==> src/rtl/exec_ctrl.sv <==
// Multi-cycle instruction sequencer for the 8-bit uProcessor core: fetch over req/ack,
// decode, drive the shared combinational ALU, and own pc, acc, carry and the register file.

`ifndef ALU_LD
`define ALU_LD  3'd0
`define ALU_ADD 3'd1
`define ALU_SUB 3'd2
`define ALU_AND 3'd3
`define ALU_OR  3'd4
`define ALU_XOR 3'd5
`define ALU_NOT 3'd6
`endif

module exec_ctrl (
    input  logic       clk,
    input  logic       rst,
    output logic [7:0] imem_addr,
    output logic       imem_req,
    input  logic       imem_ack,
    input  logic [7:0] imem_data,
    output logic [2:0] alu_code,
    output logic [7:0] alu_a,
    output logic [7:0] alu_r,
    output logic       alu_ci,
    input  logic [7:0] alu_out,
    input  logic       alu_co,
    output logic [7:0] acc,
    output logic       carry,
    output logic       halted
);

    typedef enum logic [2:0] {
        S_FETCH,
        S_DECODE,
        S_FETCH_IMM,
        S_EXEC,
        S_HALTED
    } state_t;

    localparam logic [3:0] OP_NOP  = 4'h0;
    localparam logic [3:0] OP_ADD  = 4'h1;
    localparam logic [3:0] OP_ADC  = 4'h2;
    localparam logic [3:0] OP_SUB  = 4'h3;
    localparam logic [3:0] OP_SBC  = 4'h4;
    localparam logic [3:0] OP_AND  = 4'h5;
    localparam logic [3:0] OP_OR   = 4'h6;
    localparam logic [3:0] OP_XOR  = 4'h7;
    localparam logic [3:0] OP_NOT  = 4'h8;
    localparam logic [3:0] OP_LD   = 4'h9;
    localparam logic [3:0] OP_ST   = 4'hA;
    localparam logic [3:0] OP_LDI  = 4'hB;
    localparam logic [3:0] OP_JMP  = 4'hC;
    localparam logic [3:0] OP_JC   = 4'hD;
    localparam logic [3:0] OP_NOPE = 4'hE;
    localparam logic [3:0] OP_HALT = 4'hF;

    state_t     state_q, state_d;
    logic [7:0] pc_q, pc_d;
    logic [7:0] ir_q, ir_d;
    logic [7:0] acc_q, acc_d;
    logic       carry_q, carry_d;
    logic [7:0] rf_q [8];
    logic       rf_we;

    logic [3:0] opcode;
    logic [2:0] ridx;
    logic       ir_bit3_unused;

    assign opcode         = ir_q[7:4];
    assign ridx           = ir_q[2:0];
    assign ir_bit3_unused = ir_q[3];

    function automatic logic [2:0] alu_sel(input logic [3:0] op);
        case (op)
            OP_ADD, OP_ADC: alu_sel = `ALU_ADD;
            OP_SUB, OP_SBC: alu_sel = `ALU_SUB;
            OP_AND:         alu_sel = `ALU_AND;
            OP_OR:          alu_sel = `ALU_OR;
            OP_XOR:         alu_sel = `ALU_XOR;
            OP_NOT:         alu_sel = `ALU_NOT;
            default:        alu_sel = `ALU_LD;
        endcase
    endfunction

    function automatic logic uses_carry_in(input logic [3:0] op);
        uses_carry_in = (op == OP_ADC) || (op == OP_SBC);
    endfunction

    assign imem_addr = pc_q;
    assign alu_a     = acc_q;
    assign alu_r     = rf_q[ridx];
    assign acc       = acc_q;
    assign carry     = carry_q;

    always_ff @(posedge clk or posedge rst) begin
        if (rst) begin
            state_q <= S_FETCH;
            pc_q    <= 8'h00;
            ir_q    <= 8'h00;
            acc_q   <= 8'h00;
            carry_q <= 1'b0;
        end else begin
            state_q <= state_d;
            pc_q    <= pc_d;
            ir_q    <= ir_d;
            acc_q   <= acc_d;
            carry_q <= carry_d;
        end
    end

    always_ff @(posedge clk or posedge rst) begin
        if (rst) begin
            for (int i = 0; i < 8; i++) begin
                rf_q[i] <= 8'h00;
            end
        end else if (rf_we) begin
            rf_q[ridx] <= acc_q;
        end
    end

    always_comb begin
        state_d  = state_q;
        pc_d     = pc_q;
        ir_d     = ir_q;
        acc_d    = acc_q;
        carry_d  = carry_q;
        rf_we    = 1'b0;
        imem_req = 1'b0;
        halted   = 1'b0;
        alu_code = `ALU_LD;
        alu_ci   = 1'b0;

        case (state_q)
            S_FETCH: begin
                imem_req = 1'b1;
                if (imem_ack) begin
                    ir_d    = imem_data;
                    pc_d    = pc_q + 8'd1;
                    state_d = S_DECODE;
                end
            end

            S_DECODE: begin
                case (opcode)
                    OP_LDI, OP_JMP, OP_JC: state_d = S_FETCH_IMM;
                    OP_HALT:               state_d = S_HALTED;
                    OP_ST: begin
                        rf_we   = 1'b1;
                        state_d = S_FETCH;
                    end
                    OP_NOP, OP_NOPE:       state_d = S_FETCH;
                    default:               state_d = S_EXEC;
                endcase
            end

            S_FETCH_IMM: begin
                imem_req = 1'b1;
                if (imem_ack) begin
                    pc_d = pc_q + 8'd1;
                    // JC looks at the carry left by earlier instructions, never this one.
                    if (opcode == OP_LDI) begin
                        acc_d = imem_data;
                    end else if (opcode == OP_JMP || (opcode == OP_JC && carry_q)) begin
                        pc_d = imem_data;
                    end
                    state_d = S_FETCH;
                end
            end

            S_EXEC: begin
                alu_code = alu_sel(opcode);
                alu_ci   = uses_carry_in(opcode) ? carry_q : 1'b0;
                acc_d    = alu_out;
                carry_d  = alu_co;
                state_d  = S_FETCH;
            end

            S_HALTED: begin
                halted = 1'b1;
            end

            default: begin
                state_d = S_FETCH;
            end
        endcase
    end

endmodule
==> config.mk <==
export PLATFORM = sky130hd
export DESIGN_NAME = exec_ctrl
export DESIGN_NICKNAME = d
export VERILOG_FILES = /design/src/rtl/exec_ctrl.sv
export SDC_FILE = /design/constraint.sdc
export NUM_CORES = 1
export LEC_CHECK = 0
export CORE_MARGIN = 10
export CORE_UTILIZATION = 60
export CTS_CLUSTER_SIZE = 40
export DETAILED_ROUTE_END_ITERATION = 6
export GPL_ROUTABILITY_DRIVEN = 0
export PLACE_DENSITY = 0.93
export SYNTH_ARGS = -nofsm -noshare
export SYNTH_HDL_FRONTEND = slang
export SYNTH_SLANG_ARGS = --single-unit
==> constraint.sdc <==
create_clock -name clk -period 4.2 [get_ports clk]
set_input_delay 0.42 -clock clk [delete_from_list [all_inputs] [get_ports clk]]
set_output_delay 0.42 -clock clk [all_outputs]
set_load 0.005 [all_outputs]
==> summary.txt <==
Routing
  • Detailed Route WL: 10,170 microns
  • DR iter-0 viols: 135
  • Routed via count: 3,014
  • # DRC: 0
  • DRT antenna net count: 0
  • Via density: 6.164
  • Avg WL per Cell: 20.80 microns
  • TritonRoute pass-1 iters: 4

Yosys
  • Ys async rst share: 100.0%
  • Top_reg_cell synth: dfrtp_1
  • Cell Area, Synth: 0.004536 sq mm
  • Seq/Total Area, Yosys: 50.21%
  • Post-synth cell types: 44
  • Number of synthesized register bits: 91
  • Syn_nets: 362
  • Yosys warnings: 0
  • Synthesized instance count: 337
  • Mean Syn Cell Area: 13.46 sq um
  • EDFF count, synth: 0

Clock tree
  • Skew-Pair Late Insertion Delay: 0.35 ns
  • Clock sink total: 91
  • Clk slew on worst S/H paths: 0.09 ns
  • Post-cts resize count: 0
  • Post-CTS Repair Setup Buffers: 0
  • Num CTS Buffers: 9
  • Cts-stage hold buffer count: 0
  • Clock Root Buffer: clkbuf_8
  • Clock Path Buffers: 2
  • CTS tree: yes
  • H-tree levels: 3

Floorplan
  • Die X: 106.9 microns
  • IO Pins: 59
  • Initial core utilization: 62.20%
  • Row count: 31
  • Die height: 106.9 microns
  • Die area: 0.01144 sq mm
  • Core area: 0.007292 sq mm

Power and ir drop
  • Leak pwr: 2.462 nW
  • Pwr Density: 657.0 mW/mm^2
  • IR drop worst, VDD: 0.3924 mV

STA
  • Setup Skew: 0.009127 ns
  • Unrepaired setup endpoints after global routing: false
  • Setup violators final: 0
  • Worst slew margin: 32.69%
  • Min cycle time layout: 3.283 ns
  • Pins over their slew limit: 0
  • Slew @ Worst Pin: 1.010 ns
  • Setup TNS Final: 0 ns
  • Fin crit share: 78.16%
  • Highest clock rate: 304.6 MHz
  • Fin. Hold Viols: 0

Hold path
  • Worst Hold Class: in -> async

GRT
  • Initial antenna violation count: 0
  • First-pass GRT wire length: 16,850 microns
  • Gr usage total: 18.46%
  • Pin count of the biggest net entering global routing: 66
  • Total gr overflow: 0
  • Vias in the first global route: 3,208

Placement
  • Placed insts: 473
  • Hpwl dp: 7184 microns
  • Input/output buffers: 58

Setup path
  • WP data arrival: 2.86 ns
  • Critical Path Source: ir_q[0]$_DFFE_PP0P_
  • Critical path class: reg -> out
  • CP endpoint: alu_r[1]
  • Req. time, crit path: 3.78 ns
  • R2r setup slk: 1.61 ns
  • RR Startpoint: ir_q[0]$_DFFE_PP0P_
  • CP Max Fanout: 14
  • Cells on worst reg2reg path: 4
  • Critical Path Start Type: flop
  • CP endpoint kind: output pin
  • Critical R2R Capture: rf_q[22]$_DFFE_PP0P_

Status
  • Outcome: completed

Finish
  • Share of cells above drive strength 1: 31.03%
  • Post-Layout Cell Count: 489
  • Ant diodes: 0
  • Nets: 410
  • Area grow syn2layout: 17.30%

Job
  • Max_cap viols: 0
[per-layer routing]
layer | vias up | routed length (microns) | track usage, %
li1 | 1343 | - | -
met1 | 1566 | 4309 | 22.99
met2 | 93 | 5055 | 30.38
met3 | 12 | 711 | 5.808
met4 | 0 | 93 | 5.029
met5 | - | 0 | 0
[layout by cell type, fill, tap and decap left out, drive strengths merged]
cell / n
dfrtp: 91
mux2: 78
clkdlybuf4s50: 58
nand2: 22
mux4: 16
o21ai: 14
mux2i: 13
clkbuf: 12
nand3: 10
nor3: 10
a21oi: 8
nor2: 7
and3: 5
ha: 5
clkinv: 4
nand3b: 3
inv: 3
nor4b: 3
nor4: 3
nor2b: 2
a2bb2oi: 2
o311ai: 2
buf: 2
nor3b: 2
or3b: 2
or3: 2
and4: 1
and3b: 1
or4b: 1
o2111ai: 1
nand4: 1
a41o: 1
and2: 1
a21o: 1
o22ai: 1
a211oi: 1
bufinv: 1
[worst min path at each step]
stage	from	endpoint	slack, ns	depth (start not counted)
2_1_floorplan	rf_q[0]$_DFFE_PP0P_	rf_q[0]$_DFFE_PP0P_	0.47	1
3_3_place_gp	rf_q[38]$_DFFE_PP0P_	rf_q[38]$_DFFE_PP0P_	0.48	1
3_5_place_dp	rf_q[3]$_DFFE_PP0P_	rf_q[3]$_DFFE_PP0P_	0.49	1
4_1_cts	rst	rf_q[56]$_DFFE_PP0P_	0.40	2
5_1_grt	rst	rf_q[56]$_DFFE_PP0P_	0.44	2
6_report	rst	rf_q[39]$_DFFE_PP0P_	0.40	2
[sequential cells by signal, indices dropped and copies added (netlist names)]
name	count
imem_addr	8
acc	8
carry	1
state_q	3
rf_q	64
ir_q	7
[cell families (layout without fill, tap and decap cells)]
| group | Yosys count | count (layout) | share of synthesized area (%) |
|---|---|---|---|
| AOI/OAI and AO/OA | 31 | 31 | 4.083 |
| adders and majority gates | 5 | 5 | 1.379 |
| buffers and inverters | 27 | 80 | 3.420 |
| DFF | 91 | 91 | 50.21 |
| muxes | 107 | 107 | 30.18 |
| and+or+nand+nor | 76 | 76 | 10.73 |
[critical path, stage by stage (launching register included)]
cell and delay, ns:
dfrtp_1 0.90, buf_4 0.36, mux4_2 0.52, mux2_2 0.27
clkdlybuf4s50_1 0.45
[power breakdown]
part           total (mW)  internal [mW]  switching [mW]  leakage (nW)
logic                1.27          0.798           0.471          1.15
clock network       0.601          0.307           0.294         0.106
registers            1.63           1.18           0.450          1.21
total                3.50           2.28            1.21          2.46
[metrics by stage]
step                      worst slack [ns]  total power, mW  util, %  area, sq um  hold WS [ns]
after floorplan                      1.416            2.381        -         4536        0.4741
after global placement               1.305            2.827    70.16         5116        0.4823
after detailed placement             1.241            2.924    70.16         5116        0.4915
after CTS                           0.8540            3.525    72.96         5320        0.4015
after global routing                0.7453            3.728    72.96         5320        0.4353
final                               0.9175            3.495    72.96         5320        0.3993
[synth_stat cells (all sizes together) (2+ instances only)]
library cell / instances / area [sq um]
or3: 2 / 17.52
o21ai: 14 / 70.07
nand3: 10 / 62.56
nor4b: 3 / 56.31
and3: 5 / 31.28
a21oi: 8 / 40.04
nor3b: 2 / 26.28
nor2: 7 / 26.28
mux2: 78 / 878.3
ha: 5 / 62.56
mux4: 16 / 360.4
nand3b: 3 / 22.52
o311ai: 2 / 17.52
buf: 18 / 121.4
mux2i: 13 / 130.1
nand2: 22 / 82.58
or3b: 2 / 20.02
inv: 4 / 15.01
nor2b: 2 / 12.51
clkbuf: 5 / 18.77
dfrtp: 91 / 2277
nor3: 10 / 55.05
a2bb2oi: 2 / 17.52
nor4: 3 / 33.78
[final cells by class]
cell class,instances,area [sq um]
Fill cell,496,1972
Tap cell,99,123.9
Inverter,4,16.27
Timing Repair Buffer,60,595.6
Clock buffer,12,155.1
Clock inverter,4,48.80
Sequential cell,91,2277
Multi-Input combinational cell,219,2103
No activity file was read; power rests on OpenSTA's default activity.
